--- config.mk ---
export PLATFORM = sky130hd
export DESIGN_NAME = imem_loader
export DESIGN_NICKNAME = d
export VERILOG_FILES = /design/src/rtl/imem_loader_pkg.sv /design/src/rtl/imem_loader_timer.sv /design/src/rtl/imem_loader.sv
export SDC_FILE = /design/constraint.sdc
export NUM_CORES = 1
export LEC_CHECK = 0
export ABC_CLOCK_PERIOD_IN_PS = 6000
export BUFFER_PORTS_ARGS = -buffer_cell sky130_fd_sc_hd__buf_2
export CORE_ASPECT_RATIO = 1.1
export CORE_MARGIN = 4
export CORE_UTILIZATION = 49
export DETAILED_ROUTE_END_ITERATION = 8
export MAX_ROUTING_LAYER = met4
export PLACE_DENSITY = 0.69
export SLEW_MARGIN = 20
export SYNTH_ARGS = -nofsm -noshare
export SYNTH_HDL_FRONTEND = slang
export SYNTH_SLANG_ARGS = --single-unit
export TNS_END_PERCENT = 100
--- constraint.sdc ---
create_clock -name i_clk -period 6 [get_ports i_clk]
set_input_delay 0.3 -clock i_clk [delete_from_list [all_inputs] [get_ports i_clk]]
set_output_delay 0.3 -clock i_clk [all_outputs]
set_load 0.005 [all_outputs]
--- src/rtl/imem_loader_pkg.sv ---
// Shared types and constants for the instruction-memory boot loader.
// Frame layout: A5, LEN_LO, LEN_HI, LEN*4 data bytes (LSB first), XOR checksum.
package imem_loader_pkg;

   typedef enum logic [2:0] {
      ST_IDLE,
      ST_SYNC,
      ST_LEN_LO,
      ST_LEN_HI,
      ST_DATA,
      ST_CHK,
      ST_DONE,
      ST_ERR
   } state_e;

   localparam logic [7:0] SYNC_BYTE       = 8'hA5;
   localparam int         BYTE_CNT_W      = 2;
   localparam int         LEN_W           = 16;
   localparam int         TIMEOUT_CYC_DEF = 1000000;
   localparam int         TIMER_W_DEF     = $clog2(TIMEOUT_CYC_DEF + 1);

   function automatic int timer_width(input int timeout_cyc);
      return $clog2(timeout_cyc + 1);
   endfunction

   // The core stays in reset through a failed load so it never runs a partial image.
   function automatic logic holds_core(input state_e s);
      return (s inside {ST_SYNC, ST_LEN_LO, ST_LEN_HI, ST_DATA, ST_CHK, ST_ERR});
   endfunction

   function automatic logic is_busy(input state_e s);
      return (s inside {ST_SYNC, ST_LEN_LO, ST_LEN_HI, ST_DATA, ST_CHK});
   endfunction

   function automatic logic is_timed(input state_e s);
      return (s inside {ST_LEN_LO, ST_LEN_HI, ST_DATA, ST_CHK});
   endfunction

endpackage

--- src/rtl/imem_loader_timer.sv ---
// Reloadable inter-byte idle counter; expired marks the LIMIT-th consecutive idle cycle.
module imem_loader_timer
   import imem_loader_pkg::*;
#(
   parameter int LIMIT = TIMEOUT_CYC_DEF,
   parameter int WIDTH = TIMER_W_DEF
) (
   input  logic clk,
   input  logic reset,
   input  logic enable,
   input  logic reload,
   output logic expired
);

   localparam logic [WIDTH-1:0] LAST = WIDTH'(LIMIT - 1);

   logic [WIDTH-1:0] cnt_q;
   logic [WIDTH-1:0] cnt_d;

   always_comb begin
      cnt_d = cnt_q;
      if (!enable || reload) begin
         cnt_d = '0;
      end else if (cnt_q != LAST) begin
         cnt_d = cnt_q + WIDTH'(1);
      end
   end

   always_ff @(posedge clk or posedge reset) begin
      if (reset) begin
         cnt_q <= '0;
      end else begin
         cnt_q <= cnt_d;
      end
   end

   // cnt_q holds the idle cycles already seen, so this edge is idle cycle cnt_q+1.
   assign expired = enable && !reload && (cnt_q == LAST);

endmodule

--- src/rtl/imem_loader.sv ---
// Boot loader: parses a framed byte stream, writes little-endian words to instruction
// memory from address 0, verifies the XOR checksum and then releases the core.
module imem_loader
   import imem_loader_pkg::*;
#(
   parameter int DEPTH       = 2048,
   parameter int TIMEOUT_CYC = 1000000
) (
   input  logic        i_clk,
   input  logic        i_reset,
   input  logic        i_load_req,
   input  logic        i_rx_vld,
   input  logic [7:0]  i_rx_data,
   output logic        o_core_reset,
   output logic        o_imem_wren,
   output logic [31:0] o_imem_addr,
   output logic [31:0] o_imem_wdata,
   output logic        o_busy,
   output logic        o_done,
   output logic        o_err
);

   localparam int          TIMER_W = timer_width(TIMEOUT_CYC);
   localparam logic [31:0] DEPTH_U = 32'(DEPTH);

   state_e                state_q,      state_d;
   logic [BYTE_CNT_W-1:0] byte_cnt_q,   byte_cnt_d;
   logic [LEN_W-1:0]      len_q,        len_d;
   logic [LEN_W-1:0]      word_idx_q,   word_idx_d;
   logic [23:0]           sr_q,         sr_d;
   logic [7:0]            chk_q,        chk_d;
   logic                  wren_q,       wren_d;
   logic [31:0]           addr_q,       addr_d;
   logic [31:0]           wdata_q,      wdata_d;
   logic                  core_reset_q, core_reset_d;
   logic                  busy_q,       busy_d;
   logic                  done_q,       done_d;
   logic                  err_q,        err_d;

   logic tmr_en;
   logic tmr_expired;

   assign tmr_en = is_timed(state_q);

   imem_loader_timer #(
      .LIMIT (TIMEOUT_CYC),
      .WIDTH (TIMER_W)
   ) u_timer (
      .clk     (i_clk),
      .reset   (i_reset),
      .enable  (tmr_en),
      .reload  (i_rx_vld),
      .expired (tmr_expired)
   );

   always_comb begin
      state_d    = state_q;
      byte_cnt_d = byte_cnt_q;
      len_d      = len_q;
      word_idx_d = word_idx_q;
      sr_d       = sr_q;
      chk_d      = chk_q;
      wren_d     = 1'b0;
      addr_d     = addr_q;
      wdata_d    = wdata_q;

      unique case (state_q)
         ST_IDLE, ST_DONE, ST_ERR: begin
            // A byte arriving together with the request belongs to no frame.
            if (i_load_req) begin
               state_d    = ST_SYNC;
               chk_d      = 8'h00;
               word_idx_d = '0;
               byte_cnt_d = '0;
            end
         end

         ST_SYNC: begin
            if (i_rx_vld && (i_rx_data == SYNC_BYTE)) begin
               state_d = ST_LEN_LO;
            end
         end

         ST_LEN_LO: begin
            if (i_rx_vld) begin
               len_d   = {8'h00, i_rx_data};
               chk_d   = chk_q ^ i_rx_data;
               state_d = ST_LEN_HI;
            end else if (tmr_expired) begin
               state_d = ST_ERR;
            end
         end

         ST_LEN_HI: begin
            if (i_rx_vld) begin
               len_d      = {i_rx_data, len_q[7:0]};
               chk_d      = chk_q ^ i_rx_data;
               byte_cnt_d = '0;
               if (32'(len_d) > DEPTH_U) begin
                  state_d = ST_ERR;
               end else if (len_d == '0) begin
                  state_d = ST_CHK;
               end else begin
                  state_d = ST_DATA;
               end
            end else if (tmr_expired) begin
               state_d = ST_ERR;
            end
         end

         ST_DATA: begin
            if (i_rx_vld) begin
               chk_d = chk_q ^ i_rx_data;
               if (&byte_cnt_q) begin
                  wren_d     = 1'b1;
                  addr_d     = {14'h0000, word_idx_q, 2'b00};
                  wdata_d    = {i_rx_data, sr_q};
                  word_idx_d = word_idx_q + LEN_W'(1);
                  byte_cnt_d = '0;
                  if (word_idx_q == (len_q - LEN_W'(1))) begin
                     state_d = ST_CHK;
                  end
               end else begin
                  // Bytes enter at the top so the first byte ends up in bits [7:0].
                  sr_d       = {i_rx_data, sr_q[23:8]};
                  byte_cnt_d = byte_cnt_q + BYTE_CNT_W'(1);
               end
            end else if (tmr_expired) begin
               state_d = ST_ERR;
            end
         end

         ST_CHK: begin
            if (i_rx_vld) begin
               state_d = (i_rx_data == chk_q) ? ST_DONE : ST_ERR;
            end else if (tmr_expired) begin
               state_d = ST_ERR;
            end
         end
      endcase

      core_reset_d = holds_core(state_d);
      busy_d       = is_busy(state_d);
      done_d       = (state_d == ST_DONE);
      err_d        = (state_d == ST_ERR);
   end

   always_ff @(posedge i_clk or posedge i_reset) begin
      if (i_reset) begin
         state_q      <= ST_IDLE;
         byte_cnt_q   <= '0;
         len_q        <= '0;
         word_idx_q   <= '0;
         sr_q         <= '0;
         chk_q        <= '0;
         wren_q       <= 1'b0;
         addr_q       <= '0;
         wdata_q      <= '0;
         core_reset_q <= 1'b0;
         busy_q       <= 1'b0;
         done_q       <= 1'b0;
         err_q        <= 1'b0;
      end else begin
         state_q      <= state_d;
         byte_cnt_q   <= byte_cnt_d;
         len_q        <= len_d;
         word_idx_q   <= word_idx_d;
         sr_q         <= sr_d;
         chk_q        <= chk_d;
         wren_q       <= wren_d;
         addr_q       <= addr_d;
         wdata_q      <= wdata_d;
         core_reset_q <= core_reset_d;
         busy_q       <= busy_d;
         done_q       <= done_d;
         err_q        <= err_d;
      end
   end

   assign o_core_reset = core_reset_q;
   assign o_imem_wren  = wren_q;
   assign o_imem_addr  = addr_q;
   assign o_imem_wdata = wdata_q;
   assign o_busy       = busy_q;
   assign o_done       = done_q;
   assign o_err        = err_q;

endmodule

Word level (Yosys, flattened, before mapping)
Index checks and enable logic that the tools add are counted.
{"block": "classes", "n_addsub": 4, "magnitude_cmp": 1, "eq_ne": 25, "n_mux": 33, "bitwise_logic": 3, "n_reduce_logical": 26}
{"operator": "16-bit 2-to-1 mux", "count": 5}
{"operator": "16-bit case mux with 2 select lines", "count": 2}
{"operator": "20-bit 2-to-1 mux", "count": 2}
{"operator": "3-bit 2-to-1 mux", "count": 9}
{"operator": "3-bit equality test, second input constant", "count": 8}
{"operator": "20-bit by 1-bit adder with 20-bit output, second input constant", "count": 1}
{"operator": "20-bit equality test, second input constant", "count": 1}
{"operator": "20-bit inequality test, second input constant", "count": 1}
{"operator": "3-bit case mux with 6 select lines", "count": 1}
{"operator": "16-bit by 1-bit adder with 16-bit output, second input constant", "count": 1}
{"operator": "16-bit equality test", "count": 1}
{"operator": "16-bit by 12-bit greater-than comparator with 1-bit output, second input constant", "count": 1}
{"operator": "16-bit logical NOT", "count": 1}
{"operator": "8-bit 2-to-1 mux", "count": 2}
{"operator": "8-bit case mux with 2 select lines", "count": 1}
{"operator": "16-bit by 1-bit subtractor with 16-bit output, second input constant", "count": 1}
{"operator": "3-bit by 2-bit equality test with 1-bit output, second input constant", "count": 4}
{"operator": "3-bit AND reduction", "count": 4}
{"operator": "4-bit AND reduction", "count": 3}
{"operator": "2-bit 2-to-1 mux", "count": 5}
{"operator": "8-bit equality test", "count": 1}
{"operator": "8-bit equality test, second input constant", "count": 1}
{"operator": "2-bit inequality test, second input constant", "count": 4}
{"operator": "2-bit nonzero test", "count": 4}
{"operator": "other kinds (17)", "count": 28}
{"block": "word_totals", "reg_bits": 142, "inputBits": 12, "wordCells": 107}

Depth between registers and ports, before layout
Gate-level depths: netlist of the first run.
{"block": "depth", "ltp_word": 9, "depth_mapped": 9, "depth_no_buf": 8}

By module
From an unflattened synthesis of the first run, not the netlist that was laid out.
{"block": "hier_totals", "hier_cells": 632, "area_unflattened_um2": 6998.0}
{"module": "imem_loader", "n_inst": 1, "cells_per_inst": 518, "area_per_inst_um2": 5920.7, "seq_area_each_um2": 3052.9}
{"module": "imem_loader_timer", "n_inst": 1, "cells_per_inst": 114, "area_per_inst_um2": 1077.3, "seq_area_each_um2": 500.5}

Worst setup path after synthesis of the first run
OpenSTA, ideal clock, no wires.
{"block": "synth_path", "path_type": "register to register", "start": "reg u_timer.cnt_q[6]", "end": "reg core_reset_q (netlist: o_core_reset)", "setup_ps": 87, "t_arrival_ps": 2370, "slack_ps": 3544, "path_stages_with_launch": 7, "n_path_buf": 0, "synth_period_minus_slack_ps": 2456, "cell_sequence": "dfrtp_1 -> or4b_1 -> or4_4 -> or2_4 -> o311a_4 -> o31a_1 -> o211ai_1"}
{"block": "synth_via", "elab_chain_len": 7}
{"item": "from (decl)", "line_no": "imem_loader_timer.sv:17", "rtl": "logic [WIDTH-1:0] cnt_q;"}
{"item": "from (signal assigned)", "line_no": "imem_loader_timer.sv:33", "rtl": "cnt_q <= cnt_d;"}
{"item": "20-bit equality test *", "line_no": "imem_loader_timer.sv:38", "rtl": "assign expired = enable && !reload && (cnt_q == LAST);"}
{"item": "1-bit logical AND *", "line_no": "imem_loader_timer.sv:38"}
{"item": "3-bit 2-to-1 mux *"}
{"item": "3-bit 2-to-1 mux, on equally long branches"}
{"item": "3-bit case mux with 6 select lines *", "line_no": "imem_loader.sv:67", "rtl": "unique case (state_q)"}
{"item": "3-bit by 1-bit equality test with 1-bit output, or another cell as far along", "line_no": "imem_loader_pkg.sv:28", "rtl": "return (s inside {ST_SYNC, ST_LEN_LO, ST_LEN_HI, ST_DATA, ST_CHK, ST_ERR});"}
{"item": "6-bit nonzero test *", "line_no": "imem_loader_pkg.sv:28"}
{"item": "named net core_reset_d", "line_no": "imem_loader.sv:35", "rtl": "logic core_reset_q, core_reset_d;"}
{"item": "to (signal assigned)", "line_no": "imem_loader.sv:173", "rtl": "core_reset_q <= core_reset_d;"}
{"item": "to (decl)", "line_no": "imem_loader.sv:35"}
Mark *: on every way through the listed nets, which the timed path passes. The rest lies on a longest branch.
A chain may end at the register's enable or synchronous reset.

Worst setup path in the final report of the first run
{"block": "layout_path", "start": "reg u_timer.cnt_q[6]", "end": "reg done_q (netlist: o_done)"}
{"block": "layout_via", "elab_chain_len": 6}
{"item": "20-bit equality test *", "line_no": "imem_loader_timer.sv:38"}
{"item": "1-bit logical AND *", "line_no": "imem_loader_timer.sv:38"}
{"item": "3-bit 2-to-1 mux *"}
{"item": "3-bit 2-to-1 mux, on equally long branches"}
{"item": "3-bit case mux with 6 select lines *", "line_no": "imem_loader.sv:67"}
{"item": "3-bit equality test *", "line_no": "imem_loader.sv:144", "rtl": "done_d = (state_d == ST_DONE);"}
{"item": "named net done_d", "line_no": "imem_loader.sv:37", "rtl": "logic done_q, done_d;"}
{"item": "to (signal assigned)", "line_no": "imem_loader.sv:175", "rtl": "done_q <= done_d;"}
{"item": "to (decl)", "line_no": "imem_loader.sv:37"}
Marked as above.

==> implementation parameters, run 1 <==
Parameter                              Value

Synth
  Flops & latches, synth ... between 100 and 150
  Prevailing post-synth register cell ... dfrtp_1
  Netlist cell types ... between 50 and 60
  Post-synthesis sequential area ratio ... between 50% and 60%
  Async set-reset flop share out of synthesis ... between 90% and 100%
  Mapped cell area ... about 0.007 mm^2
  Number of instances in the synthesized netlist ... between 600 and 700
  Synth warn ... 0
  Number of flops mapped to enable cells by yosys ... 0
  Avg Cell Area, Syn ... between 10 and 15 um^2

Place
  HPWL after DPL ... between 10 and 15 mm
  Routability Congestion ... approximately 0.9
  # port buffers ... 64
  Post-placement cell area ... between 0.007 and 0.008 mm^2

Worst setup path
  WP data required ... around 6300 ps
  Critical path startpoint category ... register
  Highest net fanout along the worst path ... 4
  Reg-to-reg startpoint ... u_timer.cnt_q[6]$_DFFE_PP0N_
  Critical setup path kind ... register to register
  Flop-to-flop setup slack ... 3200 ps
  Critical path endpoint category ... register
  Worst r2r dst ... o_done$_DFF_PP0_
  CP Capture Point ... o_done$_DFF_PP0_
  Reg2reg path depth ... 6
  Arrival time at the worst endpoint ... roughly 3100 ps
  CP Launch Point ... u_timer.cnt_q[6]$_DFFE_PP0N_

Layout
  Fin nets ... 719
  Growth of design area from synthesis to finish ... 15.4%
  Diodes inserted ... 0
  Most frequent cells in the layout ... dfrtp_1, mux2_2, buf_2
  Ratio of cells with drive above 1 in the final layout ... a little over a quarter
  Total non-filler cell area in the finished layout ... 0.00796 mm^2
  Leading cell type in the layout, fill and taps excluded ... dfrtp_1

Floorplanning
  Die H ... roughly 130 um
  Total die area ... 0.0160 mm^2
  Core outline area ... 0.0138 mm^2
  Initial standard-cell utilization of the core ... 50.0%
  Total I/O pin count ... slightly above 80
  Number of standard-cell rows in the floorplan ... 45
  Width of the chip ... roughly 120 um

STA
  Actual slew at the worst max-slew pin ... between 800 and 900 ps
  Clock Skews ... roughly 7.2 ps
  Final count of pins violating max slew ... 0
  Slew margin rel. ... between 40% and 50%
  Setup violations, final ... 0
  Fmax ... 358 MHz
  Total negative setup slack ... 0 ps
  Clock period minus final worst setup slack ... around 2800 ps
  Post-route fraction of the period consumed by the critical path ... 46.6%
  Setup repair after global routing missed its margin ... false
  Number of hold-slack violations in the final timing report ... 0

GRT
  Number of antenna violations at the first check in global routing ... 0
  Total routing resource utilization after global routing ... roughly 20%
  Maximum number of pins on one net before global-route repair ... slightly below 90
  Global-route congestion overflow total ... 0
  Wire length of the first global-routing pass ... approximately 25 mm
  Number of global-route vias before repair ... around 5000

Routing
  Overall routed net length ... about 15 mm
  Remaining number of nets flagged by the antenna check after routing ... 0
  First-iteration detailed-routing DRC count ... about 230
  Avg WL per Cell ... roughly 16 um
  Total via count in the routed design ... 4922
  Iteration count of the initial detailed-routing pass ... 5
  Via/cell ratio ... around 5.4
  Detailed-route DRC error count ... 0

Pwr
  Worst-case vdd ir drop ... ~0.00018 V
  PD cells ... roughly 390 mW/mm^2
  Leakage power summed over all cells ... roughly 0.0037 uW

Clock tree
  CTS tree ... done
  Clock transition at the registers of the reported paths ... around 60 ps
  Number of setup buffers added after CTS ... 0
  Root buffer cell ... clkbuf_16
  Post-CTS resize count ... 0
  Number of H-tree levels ... 4
  Clock buffer count from CTS ... 17
  Number of clock sinks ... 142
  Max Buffers Root-to-Sink ... 2
  Skew-Pair Late Insertion Delay ... between 400 and 500 ps

Status
  Outcome ... finished, final reports clean

Run
  Max-capacitance violation count ... 0

Hold path
  Tightest Hold Check Type ... primary input to register
-- worst min-delay path by stage --
stage                             from                             to  slack, ps  cells past startpoint
after global placement         i_reset  u_timer.cnt_q[13]$_DFFE_PP0N_        380                      2
final                     i_rx_data[5]          len_q[13]$_DFFE_PP0P_        230                      3
after CTS                 i_rx_data[5]          len_q[13]$_DFFE_PP0P_        210                      3
after floorplan           i_rx_data[3]           sr_q[19]$_DFFE_PP0P_        450                      1
after detailed placement       i_reset  u_timer.cnt_q[13]$_DFFE_PP0N_        380                      2
after global routing      i_rx_data[0]           len_q[8]$_DFFE_PP0P_        230                      3
-- critical path, cell delays in order, from the launching register on --
cell and delay, ps:
dfrtp_1 420, or4b_1 550, or4_1 530, o31ai_1 380
o211ai_1 170, a2111o_1 430, and3_1 190
-- synthesized netlist by cell type (7+ instances only) --
cell / number / area, um^2
nor3_1: 22 / 110
xor2_1: 14 / 123
o31ai_1: 7 / 52.6
o21ai_0: 44 / 220
a21oi_1: 15 / 75.1
mux2_2: 79 / 890
nor2_1: 44 / 165
inv_1: 22 / 82.6
and3_1: 8 / 50.1
xnor2_1: 36 / 315
nor4_1: 9 / 56.3
nand2_1: 49 / 184
dfrtp_1: 142 / 3550
clkbuf_1: 27 / 101
buf_4: 16 / 120
nand2b_1: 9 / 56.3
or3_1: 10 / 62.6
nand3_1: 13 / 65.1
-- kinds of logic (layout without fill, tap and decap cells) --
| kind of cell | after synthesis | after routing | share of synthesized area [%] |
|---|---|---|---|
| muxes | 80 | 80 | 13.0 |
| adders and majority gates | 4 | 4 | 0.726 |
| buffers and inverters | 67 | 126 | 4.54 |
| other | 1 | 16 | 0.0544 |
| xor gates and xnor gates | 50 | 50 | 6.35 |
| AOI/OAI and AO/OA | 98 | 98 | 8.85 |
| DFF | 142 | 142 | 51.5 |
| and+or+nand+nor | 200 | 200 | 14.9 |
-- power by group --
part	switching (uW)	total [uW]	leakage, uW	internal, uW
clock	398	1050	0.000288	655
sequential	191	1310	0.00190	1120
combinational	403	724	0.00150	322
total	992	3090	0.00369	2100
-- layout make-up --
cell class | count | area [um^2]
Sequential cell | 142 | 3550
Fill cell | 1176 | 5840
Clock inverter | 13 | 164
Tap cell | 188 | 235
Inverter | 22 | 87.6
Timing Repair Buffer | 72 | 387
Multi-Input combinational cell | 448 | 3100
Clock buffer | 19 | 433
-- what timing repair did --
item | CTS | global route
hold buffers | 1 | 0
hold endpoints to repair | 55 | 0
setup endpoints to repair | 0 | 0
-- layer usage --
metal / up-vias / track usage [%] / part of all wire (%)
met1: 2441 / 23.9 / 42
met5: - / - / 0
met2: 107 / 32.2 / 52
met3: 28 / 4.19 / 3.2
li1: 2346 / - / -
met4: 0 / 8.82 / 2.6
-- state kept, by name, indices dropped and copies added, names as in the netlist --
signal,cells
byte_cnt_q,2
chk_q,8
len_q,16
o_busy,1
o_core_reset,1
o_done,1
o_err,1
o_imem_addr,16
o_imem_wdata,32
o_imem_wren,1
sr_q,24
state_q,3
u_timer.cnt_q,20
word_idx_q,16
-- per-stage QoR --
step | setup slack, ps | std cells | power, uW | hold WS [ps] | util, %
6_report | 3200 | 904 | 3090 | 231 | 57.7
2_1_floorplan | 1890 | 657 | 1850 | 452 | -
3_5_place_dp | 3270 | 871 | 2040 | 385 | 53.2
5_1_grt | 3070 | 904 | 3270 | 233 | 57.7
4_1_cts | 3250 | 904 | 3110 | 214 | 57.6
3_3_place_gp | 3370 | 871 | 2000 | 382 | 53.2
No activity file was read; power rests on OpenSTA's default activity.
==> inputs of run 2 (changes only) <==
ABC_CLOCK_PERIOD_IN_PS = 2730   (was 6000)
clock period = 2.73 ns   (was 6 ns; I/O delays follow)
==> implementation parameters, run 2 (synthesis gave the netlist of run 1 again) <==
Parameter                              Value

Layout
  Total non-filler cell area in the finished layout ... 0.00802 mm^2 (was 0.00796 mm^2)
  Growth of design area from synthesis to finish ... 16.3% (was 15.4%)
  Leading cell type in the layout, fill and taps excluded ... dfrtp_1 (unchanged)
  Max FFs per register ... 32 (unchanged)
  Fin nets ... 730 (was 719)
  Most frequent cells in the layout ... dfrtp_1, mux2_2, buf_2 (unchanged)
  Ratio of cells with drive above 1 in the final layout ... 28.0% (was 27.0%)
  Filler Cells Inserted ... 1213 (was 1176)
  Fin util ... 58.1% (was 57.7%)
  Diodes inserted ... 0 (unchanged)

Routing
  Overall routed net length ... 14.5 mm (about the same)
  First-iteration detailed-routing DRC count ... 244 (was 228)
  Avg WL per Cell ... 15.8 um (was 16.1 um)
  Total via count in the routed design ... 4956 (was 4922)
  Detailed-route DRC error count ... 0 (unchanged)
  Remaining number of nets flagged by the antenna check after routing ... 0 (unchanged)
  Iteration count of the initial detailed-routing pass ... 4 (was 5)
  Via/cell ratio ... 5.43 (was 5.44)

STA
  Clock Skews ... 10.7 ps (was 7.16 ps)
  Setup violations, final ... 0 (unchanged)
  Number of hold-slack violations in the final timing report ... 0 (unchanged)
  Fmax ... 384 MHz (was 358 MHz)
  Actual slew at the worst max-slew pin ... 970 ps (was 850 ps)
  Post-route fraction of the period consumed by the critical path ... 95.5% (was 46.6%)
  Final count of pins violating max slew ... 0 (unchanged)
  Setup repair after global routing missed its margin ... false (unchanged)
  Slew margin rel. ... 35.3% (was 43.1%)
  Total negative setup slack ... 0 ps (unchanged)
  Clock period minus final worst setup slack ... 2610 ps (was 2800 ps)

GRT
  Wire length of the first global-routing pass ... 24.6 mm (was 24.8 mm)
  Total routing resource utilization after global routing ... 19.7% (was 19.9%)
  Number of global-route vias before repair ... 5012 (was 5066)
  Maximum number of pins on one net before global-route repair ... 81 (was 88)
  Number of antenna violations at the first check in global routing ... 0 (unchanged)
  Global-route congestion overflow total ... 0 (unchanged)

Floorplanning
  Die H ... 132 um (unchanged)
  Total die area ... 0.0160 mm^2 (unchanged)
  Number of standard-cell rows in the floorplan ... 45 (unchanged)
  Initial standard-cell utilization of the core ... 50.0% (unchanged)
  Width of the chip ... 121 um (unchanged)
  Total I/O pin count ... 81 (unchanged)
  Core outline area ... 0.0138 mm^2 (unchanged)

Place
  HPWL after DPL ... 10.2 mm (was 10.1 mm)
  Routability Congestion ... 0.914 (was 0.899)
  # port buffers ... 64 (unchanged)
  Post-placement cell area ... 0.00744 mm^2 (was 0.00734 mm^2)

Worst setup path
  Dominant delay contributor by cell family on the critical path ... simple AND/OR/NAND/NOR gates (unchanged)
  Critical path endpoint category ... register (unchanged)
  Max incr delay on CP ... 570 ps (was 550 ps)
  Critical setup path kind ... register to register (unchanged)
  Cells along the critical path ... or4b_1 > or4_1 > o31ai_4 > o211ai_1 > a2111o_1 > and3_1 (was or4b_1 > or4_1 > o31ai_1 > o211ai_1 > a2111o_1 > and3_1)
  WP data required ... 3040 ps (was 6300 ps)
  Slowest CP cell ... or4_1 (was or4b_1)
  Critical path startpoint category ... register (unchanged)
  Highest net fanout along the worst path ... 4 (unchanged)
  Arrival time at the worst endpoint ... 2910 ps (was 3100 ps)
  Number of buffer and inverter instances along the worst setup path ... 0 (unchanged)

Clock tree
  Clock transition at the registers of the reported paths ... 60 ps (about the same)
  Skew-Pair Late Insertion Delay ... 420 ps (about the same)
  Root buffer cell ... clkbuf_16 (unchanged)
  Clock buffer count from CTS ... 17 (unchanged)
  CTS tree ... done (unchanged)
  Number of clock sinks ... 142 (unchanged)
  Max Buffers Root-to-Sink ... 2 (unchanged)
  Number of H-tree levels ... 4 (unchanged)

Run
  Max-capacitance violation count ... 0 (unchanged)

Hold path
  Tightest Hold Check Type ... primary input to register (unchanged)

Pwr
  Total power of the final layout ... 6740 uW (was 3090 uW)
  Leakage power summed over all cells ... 0.00373 uW (was 0.00369 uW)
  Worst-case vdd ir drop ... 0.000427 V (was 0.000184 V)
  PD cells ... 841 mW/mm^2 (was 388 mW/mm^2)

Status
  Outcome ... finished, final reports clean (unchanged)
==> run 2: cell types whose count changed in the layout (fill, tap and decap cells not counted) <==
cell / before / now
buf_4: 6 / 17
o31ai_4: 0 / 1
o31ai_1: 7 / 6
buf_6: 1 / 0
clkinvlp_4: 2 / 3
clkinv_2: 3 / 4
inv_6: 3 / 0
bufinv_16: 3 / 2
buf_12: 0 / 1
==> run 2: what timing repair did <==
| action | in CTS | in global routing |
|---|---|---|
| setup buffers | 0 | 0 |
| resized for setup | 1 | 1 |
| hold endpoints to repair | 29 | 0 |
| setup endpoints to repair | 1 | 2 |
| hold buffers | 1 | 0 |
==> run 2: path summary, 6_finish.rpt <==
path,startpoint,slack (ps),cells past startpoint,end
max reg2reg,u_timer.cnt_q[6]$_DFFE_PP0N_,120,6,o_done$_DFF_PP0_
min in group asynchronous,i_reset,530,4,word_idx_q[14]$_DFFE_PP0P_
min reg2reg,o_imem_addr[8]$_DFFE_PP0P_,500,1,o_imem_addr[8]$_DFFE_PP0P_
min,i_rx_data[5],60,3,len_q[13]$_DFFE_PP0P_
max,u_timer.cnt_q[6]$_DFFE_PP0N_,120,6,o_done$_DFF_PP0_
max in group asynchronous,i_reset,1500,4,u_timer.cnt_q[15]$_DFFE_PP0N_
==> run 2: worst register-to-register path, delay by kind of cell (launching register included) <==
| family | cells | cell delay (ps) |
|---|---|---|
| and+or+nand+nor | 3 | 1320 |
| DFF | 1 | 400 |
| AOI/OAI and AO/OA | 3 | 770 |
==> run 2: metrics by stage <==
step	hold slack, ps	instances	setup slack [ps]
global placement	443	882	96.4
detailed placement	451	882	9.67
global route	60.5	913	3.86
floorplan	288	657	274
finish	56.2	913	124
CTS	39.7	913	81.3
==> run 2: power breakdown <==
| group | total, uW | switching (uW) | leakage, uW | internal, uW |
|---|---|---|---|---|
| sequential | 2850 | 386 | 0.00190 | 2460 |
| clock | 2190 | 857 | 0.000268 | 1330 |
| combinational | 1710 | 932 | 0.00156 | 774 |
| total | 6740 | 2180 | 0.00373 | 4570 |
==> run 2: layout make-up <==
type                       instances  area (um^2)  share of cell area [%]
clock inverter                    11          121                    1.51
clock buffer                      19          433                    5.40
timing repair buffer              83          478                    5.96
multi-input combinational        448         3110                    38.8
tap                              188          235                    2.93
sequential                       142         3550                    44.3
inverter                          22         86.3                    1.08
==> run 2: metal layers <==
metal / global-route usage (%) / part of all wire [%] / up-vias
li1: - / - / 2370
met1: 24.0 / 43 / 2465
met2: 31.1 / 50 / 93
met3: 4.36 / 3.4 / 28
met4: 9.63 / 2.8 / 0
met5: - / 0 / -
==> inputs of run 3 (changes only) <==
RECOVER_POWER = 25   (was unset)
==> implementation parameters, run 3 (synthesis gave the netlist of run 1 again) <==
Parameter                              Value

Status
  Outcome ... finished, violations left (was finished, final reports clean)
  Violated checks ... capacitance limit

Clock tree
  Number of H-tree levels ... 4 (unchanged)
  Clock buffer count from CTS ... 17 (unchanged)
  Max Buffers Root-to-Sink ... 2 (unchanged)
  Root buffer cell ... clkbuf_16 (unchanged)
  CTS tree ... done (unchanged)
  Clock transition at the registers of the reported paths ... 60 ps (about the same)
  Number of setup buffers added after CTS ... 0 (unchanged)
  Skew-Pair Late Insertion Delay ... 420 ps (about the same)
  Number of clock sinks ... 142 (unchanged)

Layout
  Fin nets ... 730 (unchanged)
  Ratio of cells with drive above 1 in the final layout ... 24.7% (was 28.0%)
  Post-layout instance count excluding filler cells ... 913 (unchanged)
  Filler Cells Inserted ... 1225 (was 1213)
  Leading cell type in the layout, fill and taps excluded ... dfrtp_1 (unchanged)
  Growth of design area from synthesis to finish ... 15.8% (was 16.3%)
  Max FFs per register ... 32 (unchanged)
  Most frequent cells in the layout ... dfrtp_1, mux2_2, nand2_1 (was dfrtp_1, mux2_2, buf_2)
  Total non-filler cell area in the finished layout ... 0.00798 mm^2 (was 0.00802 mm^2)
  Diodes inserted ... 0 (unchanged)

GRT
  Wire length of the first global-routing pass ... 24.6 mm (unchanged)
  Global-route congestion overflow total ... 0 (unchanged)
  Number of antenna violations at the first check in global routing ... 0 (unchanged)
  Maximum number of pins on one net before global-route repair ... 81 (unchanged)
  Number of global-route vias before repair ... 5012 (unchanged)
  Total routing resource utilization after global routing ... 19.7% (unchanged)

Hold path
  Cells on Worst Hold Path ... 3 (unchanged)
  Tightest Hold Check Type ... primary input to register (unchanged)
  Min-delay src ... i_rx_data[5] (unchanged)
  Min-Delay Endpoint ... len_q[13]$_DFFE_PP0P_ (unchanged)

Place
  Cells after DPL ... 882 (unchanged)
  Post-placement cell area ... 0.00744 mm^2 (unchanged)
  Routability Congestion ... 0.914 (unchanged)
  # port buffers ... 64 (unchanged)
  HPWL after DPL ... 10.2 mm (unchanged)

STA
  Setup repair after global routing missed its margin ... false (unchanged)
  Fmax ... 384 MHz (about the same)
  Actual slew at the worst max-slew pin ... 1500 ps (was 970 ps)
  Number of hold-slack violations in the final timing report ... 0 (unchanged)
  Final count of pins violating max slew ... 0 (unchanged)
  Post-route fraction of the period consumed by the critical path ... 95.5% (about the same)
  Total negative setup slack ... 0 ps (unchanged)
  Clock Skews ... 10.8 ps (was 10.7 ps)
  Setup violations, final ... 0 (unchanged)
  Slew margin rel. ... 0.326% (was 35.3%)
  Clock period minus final worst setup slack ... 2610 ps (about the same)

Routing
  First-iteration detailed-routing DRC count ... 247 (was 244)
  Remaining number of nets flagged by the antenna check after routing ... 0 (unchanged)
  Overall routed net length ... 14.4 mm (was 14.5 mm)
  Iteration count of the initial detailed-routing pass ... 4 (unchanged)
  Avg WL per Cell ... 15.8 um (about the same)
  Detailed-route DRC error count ... 0 (unchanged)
  Total via count in the routed design ... 4952 (was 4956)
  Via/cell ratio ... 5.42 (was 5.43)

Worst setup path
  Number of buffer and inverter instances along the worst setup path ... 0 (unchanged)
  WP data required ... 3040 ps (about the same)
  Max incr delay on CP ... 570 ps (about the same)
  Reg-to-reg startpoint ... u_timer.cnt_q[6]$_DFFE_PP0N_ (unchanged)
  Reg2reg path depth ... 6 (unchanged)
  Flop-to-flop setup slack ... 120 ps (about the same)
  Worst r2r dst ... o_done$_DFF_PP0_ (unchanged)
  Highest net fanout along the worst path ... 4 (unchanged)
  Arrival time at the worst endpoint ... 2910 ps (about the same)
  Critical path startpoint category ... register (unchanged)
  Cells along the critical path ... or4b_1 > or4_1 > o31ai_4 > o211ai_1 > a2111o_1 > and3_1 (unchanged)
  Critical path endpoint category ... register (unchanged)
  Dominant delay contributor by cell family on the critical path ... simple AND/OR/NAND/NOR gates (unchanged)
  Critical setup path kind ... register to register (unchanged)
  Slowest CP cell ... or4_1 (unchanged)

Pwr
  Leakage power summed over all cells ... 0.00363 uW (was 0.00373 uW)
  PD cells ... 844 mW/mm^2 (was 841 mW/mm^2)
  Worst-case vdd ir drop ... 0.000427 V (about the same)
  Total power of the final layout ... 6740 uW (about the same)

Floorplanning
  Total die area ... 0.0160 mm^2 (unchanged)
  Initial standard-cell utilization of the core ... 50.0% (unchanged)
  Width of the chip ... 121 um (unchanged)
  Die H ... 132 um (unchanged)
  Total I/O pin count ... 81 (unchanged)
  Core outline area ... 0.0138 mm^2 (unchanged)
  Number of standard-cell rows in the floorplan ... 45 (unchanged)

Run
  Max-capacitance violation count ... 1 (was 0)
==> run 3: cell types whose count changed in the layout (fill, tap and decap cells not counted), sizes merged <==
cell    previous run  this run
buf               82        57
clkbuf            19        44
==> run 3: worst max-delay path by stage <==
stage | startpoint | endpoint | slack, ps | cells after the start
detailed placement | u_timer.cnt_q[6]$_DFFE_PP0N_ | o_done$_DFF_PP0_ | 10 | 6
global placement | u_timer.cnt_q[6]$_DFFE_PP0N_ | o_done$_DFF_PP0_ | 100 | 6
CTS | u_timer.cnt_q[6]$_DFFE_PP0N_ | o_done$_DFF_PP0_ | 80 | 6
finish | u_timer.cnt_q[6]$_DFFE_PP0N_ | o_done$_DFF_PP0_ | 120 | 6
floorplan | u_timer.cnt_q[6]$_DFFE_PP0N_ | o_core_reset$_DFF_PP0_ | 270 | 6
global route | u_timer.cnt_q[6]$_DFFE_PP0N_ | o_done$_DFF_PP0_ | 4 | 6
==> run 3: stage by stage <==
| step | hold WS, ps | util, % | setup slack (ps) |
|---|---|---|---|
| finish | 56.1 | 57.9 | 123 |
| floorplan | 288 | - | 274 |
| detailed placement | 451 | 53.9 | 9.67 |
| global placement | 443 | 53.9 | 96.4 |
| CTS | 39.7 | 58.0 | 81.3 |
| global route | 60.5 | 57.9 | 3.86 |
==> run 3: timing repair <==
action                     CTS  global route
hold buffers                 1             0
hold endpoints to repair    29             0
setup endpoints to repair    1             2
gates resized for setup      1             1
pin swaps                    0             0
==> run 3: metal layers <==
layer	share of wire, %	wire [um]	global-route usage [%]
met5	0	0	-
met3	3.5	509	4.36
met1	43	6220	24.0
met2	51	7290	31.1
met4	2.8	410	9.63
==> run 3: power by group <==
part           internal [uW]  switching (uW)  total [uW]
combinational            769             932        1700
clock                   1330             857        2180
sequential              2460             387        2850
total                   4560            2180        6740
==> run 3: area by class of cell <==
type,instances,area (um^2),area share [%]
sequential,142,3550,44.5
timing repair buffer,83,445,5.58
clock buffer,19,433,5.42
inverter,22,86.3,1.08
tap,188,235,2.95
multi-input combinational,448,3110,38.9
clock inverter,11,121,1.52
==> run 3: worst register-to-register path, cell delays in order (launching register included) <==
cell and delay (ps):
dfrtp_1 400, or4b_1 560, or4_1 570, o31ai_4 230, o211ai_1 120, a2111o_1 420, and3_1 190
